==> src/rtl/pipe_ctrl.sv <==
// Pipeline controller: merges stage stall requests, turns taken EX branches into
// flushes plus a PC redirect (held while the PC is stalled), and tracks stall stats.
module pipe_ctrl #(
  parameter int TIMEOUT_CYCLES = 255,
  parameter int CNT_W          = 32
) (
  input  logic             clk,
  input  logic             rst,
  input  logic             stallreq_if,
  input  logic             stallreq_id,
  input  logic             stallreq_ex,
  input  logic             stallreq_mem,
  input  logic             branch_flag_i,
  input  logic [31:0]      branch_target_i,
  output logic [5:0]       stall,
  output logic             flush_ifid,
  output logic             flush_idex,
  output logic             pc_redirect,
  output logic [31:0]      new_pc,
  output logic [CNT_W-1:0] stall_cycles,
  output logic [CNT_W-1:0] flush_count,
  output logic             timeout
);

  localparam int RUN_W = $clog2(TIMEOUT_CYCLES + 1);
  localparam logic [RUN_W-1:0] RUN_MAX = RUN_W'(TIMEOUT_CYCLES);
  localparam logic [RUN_W-1:0] RUN_SET = RUN_W'(TIMEOUT_CYCLES - 1);

  typedef enum logic {RUN, PEND} state_t;

  state_t             state, state_nxt;
  logic [31:0]        target_q, target_nxt;
  logic [5:0]         stall_raw;
  logic               accept;
  logic [RUN_W-1:0]   run_cnt;

  always_comb begin
    stall_raw = 6'b000000;
    if (stallreq_mem)     stall_raw = 6'b011111;
    else if (stallreq_ex) stall_raw = 6'b001111;
    else if (stallreq_id) stall_raw = 6'b000111;
    else if (stallreq_if) stall_raw = 6'b000011;
  end

  // A branch only counts when EX is advancing; a frozen EX re-presents it next cycle.
  assign stall  = rst ? stall_raw : 6'b000000;
  assign accept = rst & branch_flag_i & ~stall_raw[3];

  always_comb begin
    state_nxt   = state;
    target_nxt  = target_q;
    flush_ifid  = 1'b0;
    flush_idex  = 1'b0;
    pc_redirect = 1'b0;
    new_pc      = 32'h0;
    if (rst) begin
      case (state)
        RUN: begin
          if (accept) begin
            flush_ifid = 1'b1;
            flush_idex = 1'b1;
            if (!stall_raw[0]) begin
              pc_redirect = 1'b1;
              new_pc      = branch_target_i;
            end else begin
              target_nxt = branch_target_i;
              state_nxt  = PEND;
            end
          end
        end
        PEND: begin
          // Keep flushing IF/ID so wrong-path fetches die until the PC takes the target.
          pc_redirect = 1'b1;
          flush_ifid  = 1'b1;
          new_pc      = target_q;
          if (accept) begin
            flush_idex = 1'b1;
            target_nxt = branch_target_i;
            new_pc     = branch_target_i;
          end
          if (!stall_raw[0]) state_nxt = RUN;
        end
        default: state_nxt = RUN;
      endcase
    end
  end

  always_ff @(posedge clk or negedge rst) begin
    if (!rst) begin
      state        <= RUN;
      target_q     <= 32'h0;
      stall_cycles <= '0;
      flush_count  <= '0;
      run_cnt      <= '0;
      timeout      <= 1'b0;
    end else begin
      state    <= state_nxt;
      target_q <= target_nxt;
      if (accept) flush_count <= flush_count + CNT_W'(1);
      if (|stall_raw) begin
        stall_cycles <= stall_cycles + CNT_W'(1);
        if (run_cnt != RUN_MAX) run_cnt <= run_cnt + RUN_W'(1);
        if (run_cnt >= RUN_SET) timeout <= 1'b1;
      end else begin
        run_cnt <= '0;
      end
    end
  end

endmodule
==> config.mk <==
export PLATFORM = sky130hd
export DESIGN_NAME = pipe_ctrl
export DESIGN_NICKNAME = d
export VERILOG_FILES = /design/src/rtl/pipe_ctrl.sv
export SDC_FILE = /design/constraint.sdc
export NUM_CORES = 1
export LEC_CHECK = 0
export BUFFER_PORTS_ARGS = -buffer_cell sky130_fd_sc_hd__buf_4
export CAP_MARGIN = 10
export CORE_MARGIN = 5
export CORE_UTILIZATION = 37
export DETAILED_ROUTE_END_ITERATION = 7
export PLACE_DENSITY_LB_ADDON = 0.15
export SYNTH_ARGS = -nofsm -noshare
export SYNTH_HDL_FRONTEND = slang
export SYNTH_SLANG_ARGS = --single-unit
==> constraint.sdc <==
create_clock -name clk -period 2.7 [get_ports clk]
set_clock_uncertainty 0.05 [all_clocks]
set_input_delay 0.54 -clock clk [delete_from_list [all_inputs] [get_ports clk]]
set_output_delay 0.54 -clock clk [all_outputs]
set_load 0.01 [all_outputs]
Yosys cells after proc, flatten, opt, wreduce, memory -nomap -nowiden:

Cells that the tools add are included.
Widths: inputs -> output; s select.

* register bits after elaboration: 106
* input bits: 39
* output and inout port bits: 106
* word-level logic and storage cells: 47

* $lt $le $gt $ge: 1
* bitwise logic cells: 4
* add/subtract/negate cells: 3
* reduce and logical (&&, ||, !) cells: 3
* equal/unequal tests: 4
* mux-type cells: 26

Operators by type and width (number)
* $mux 32: 6
* $pmux 32 s2: 2
* $add 32x1->32 const B: 2
* $mux 8: 2
* $mux 6: 2
* $add 8x1->8 const B: 1
* $ge 8x8->1 const B: 1
* $mux 1: 8
* $ne 8x8->1 const B: 1
* $pmux 1 s2: 3
* $reduce_or 6->1: 1
* $mux 4: 1
* $ne 2x2->1 const B: 2
* $mux 3: 1
* $reduce_and 3->1: 1
* $and 1x1->1: 2
* $mux 2: 1
* $ne 2x1->1 const B: 1
* $not 1->1: 2
* $reduce_and 2->1: 1

Logic depth before layout (Yosys ltp):

* word-level depth: 9
* mapped depth: 7

Least setup slack after synthesis:

OpenSTA, ideal clock, no wires.

* path type: input-to-output
* start point: in stallreq_id
* end point: out new_pc[20]
* required time: 2.110 ns
* arrival: 1.908 ns
* slack: 0.202 ns
* cell stages on the path: 7
* cells stage by stage: or4_1 -> buf_2 -> nor2_1 -> buf_2 -> buf_6 -> a22oi_1 -> nor2b_1

* longest elaborated chain between the ends: 7

RTL lines
* start: declaration: line 10 `input logic stallreq_id,`
* $mux 3: line 41 `else if (stallreq_id) stall_raw = 6'b000111;`
* $mux 4: line 40 `else if (stallreq_ex) stall_raw = 6'b001111;`
* $mux 6: line 39 `if (stallreq_mem) stall_raw = 6'b011111;`
* $mux 32: line 62 `if (!stall_raw[0]) begin`
* $mux 32: line 59 `if (accept) begin`
* $pmux 32 s2: line 57 `case (state)`
* $mux 32: line 56 `if (rst) begin`
* end: declaration: line 19 `output logic [31:0] new_pc,`

No other way between the ends.

Worst setup path in the final report:

* start point: in stallreq_id
* end point: out new_pc[22]

The elaborated chain is that of the path after synthesis.

==> flow_summary.toml <==
[outcome]
status = "finished, final reports clean"

[sta]
tightest_slew_ns = 0.837
slew_headroom_pct = 44.2
setup_ws_ns = 0.155
finalSetupViolCount = 0
rsz0062_at_grt = "false"
fin_crit_ns = 2.54
fmax_mhz = 393
min_period_over_period_pct = 94.2
hold_violations = 0
drv_slew = 0
setup_tns_ns = 0

[logic_synthesis]
synthMuxAreaShare_pct = 12.8
synthXorXnorAreaFrac_pct = 10.3
yosys.area_share.simple_pct = 19.5
yosys_register_bits = 106
synth_edf_count = 0
synth_warnings = 0
synth_top_family_by_area = "simple AND/OR/NAND/NOR gates"
syn_inst = 503
synth_cell_types = 51
synth_compound_gate_area_share_pct = 6.21
ys.flop_type = "dfrtp_1"
synthAdderAreaFrac_pct = 0.890
yosys.area.top_type = "dfrtp_1"
synth_area_per_cell_um2 = 11.2
seq_area_frac_synth_pct = 47.2
syn_area_um2 = 5620
synth_fp_nets = 546
synth.top_cell.area_share_pct = 47.2
synth_area_leaders = "dfrtp_1 (47%), mux2_1 (8.0%), xnor2_1 (5.6%), xor2_1 (4.4%), mux2_2 (4.2%)"
async_reset_ff_share_pct = 100

[global_routing]
grt_max_degree = 80
grt_usage_pct = 14.9
grt_pass1_wl_um = 21800
grt_pass1_vias = 4280
antenna_found_initial = 0
gr-total-overflow = 0

[final_layout]
final_common_cell = "buf_4"
fillCellCount = 1405
fin_area_um2 = 7240
nNetsFinal = 684
drive_gt1_share_pct = 32.5
final_cell_mix = "buf_4 (150), dfrtp_1 (106), mux2_1 (40)"
area_delta_synth_final_pct = 28.8
diodes = 0

[clock_network]
ctsRootBufferMaster = "clkbuf_16"
cts.sinks = 106
clkTransAtPathRegs_ns = 0.07
numCtsBuffers = 9
cts_buffer_depth = 2
cts_tree = "yes"
htreeDepth = 3
post_cts_resize_count = 0
post_cts_buffers = 0
clk-insertion-delay-late_ns = 0.35
ctsHoldBuffers = 0

[place]
port_buffers = 143
dpl_cell_area_um2 = 6970
dp_slack_ns = 0.156
place.detailed.hpwl_um = 9540
globalplace.congestion = 0.767

[routing]
drc_errors = 0
drtAntennaViolNets = 0
viasPerCell = 5.15
drt-pass1-iter-count = 4
vias = 4297
routed_wl_um = 13300
drt_iter0_drc = 275
wl_per_cell_um = 15.9

[floorplan]
die_height_um = 133
start_util_pct = 37.4
core-area_um2 = 15000
io_pins = 145
die-width_um = 133
die_area_um2 = 17800
rows = 45

[power_and_ir_drop]
total_power_mw = 4.46
power_density_nw_per_um2 = 616
vdd_drop_max_v = 0.000295
leakage_nw = 3.36

[flow_run]
drv_cap = 0

[min_path]
hold_path_class = "input port to async pin"

[setup_path]
cp.arrival_ns = 1.95
crit_type = "input port to output port"
cp.required_ns = 2.11
path_max_fanout = 29
end_kind = "output port"
critPathLaunchType = "input port"
r2r_setup_slack_ns = 0.58
-- metrics by stage --
step	hold WS, ns	cells	utilization [%]
CTS	0.226	834	48.2
finish	0.204	834	48.2
floorplan	0.194	503	-
detailed placement	0.410	818	46.3
global route	0.242	834	48.2
global placement	0.410	818	46.3
-- power by group --
group          switching, mW  internal (mW)  total (mW)  leakage [nW]
Sequential             0.269           1.85        2.12          1.34
Clock                  0.584          0.656        1.24         0.130
Combinational          0.501          0.601        1.10          1.89
Total                   1.35           3.11        4.46          3.36
-- metal layers --
layer / up-vias / GRT usage [%] / routed length [um]
li1: 2074 / - / -
met1: 2116 / 20.2 / 6320
met2: 94 / 23.3 / 6030
met3: 13 / 4.27 / 766
met4: 0 / 4.63 / 174
met5: - / 0 / 0
-- kinds of logic after synthesis --
logic type | after synthesis
compound gates | 48
xor+xnor | 65
fa+ha+maj | 4
buf+inv | 37
flops | 106
mux | 64
other cells | 1
simple gates | 178
-- critical path, stage by stage --
cell and delay [ns]:
buf_4 0.13, or4_1 0.55, nor2_2 0.15, buf_12 0.19, a22oi_1 0.10, nor2b_1 0.15, buf_4 0.13
-- cell usage after synthesis (6+ instances only) --
library cell	number
nor2_1	18
nand4_1	19
and3_1	6
xor2_1	28
clkbuf_1	11
nor4_2	9
inv_1	8
xnor2_1	36
mux2_1	40
and4_1	6
buf_2	13
nand2_1	34
dfrtp_1	106
nand3_1	19
a22oi_1	29
mux2_2	21
nor3_1	13
nor2b_1	29
-- cell type report --
class                   count  area (um2)  area share [%]
repair buffers            155        1230            16.9
inverters                   9        35.0           0.484
clock buffers              13         250            3.46
flip-flops and latches    106        2650            36.6
well taps                 188         235            3.25
clock inverters             3        25.0           0.346
multi-input cells         360        2820            38.9
-- worst paths after layout --
kind	startpoint	to	depth (start not counted)
setup / recovery	stallreq_id	new_pc[22]	7
hold / removal	rst	target_q[23]	2
setup reg to reg	flush_count[4]	flush_count[23]	4
hold reg to reg	flush_count[31]	flush_count[31]	1
max in group asynchronous	rst	target_q[28]	3
min in group clk	branch_target_i[24]	target_q[24]	2
-- sequential cells by signal, indices dropped and copies added, names as in the netlist --
register      flops
flush_count      32
stall_cycles     32
target_q         32
run_cnt           8
state             1
timeout           1
(Power assumes the default switching activity.)
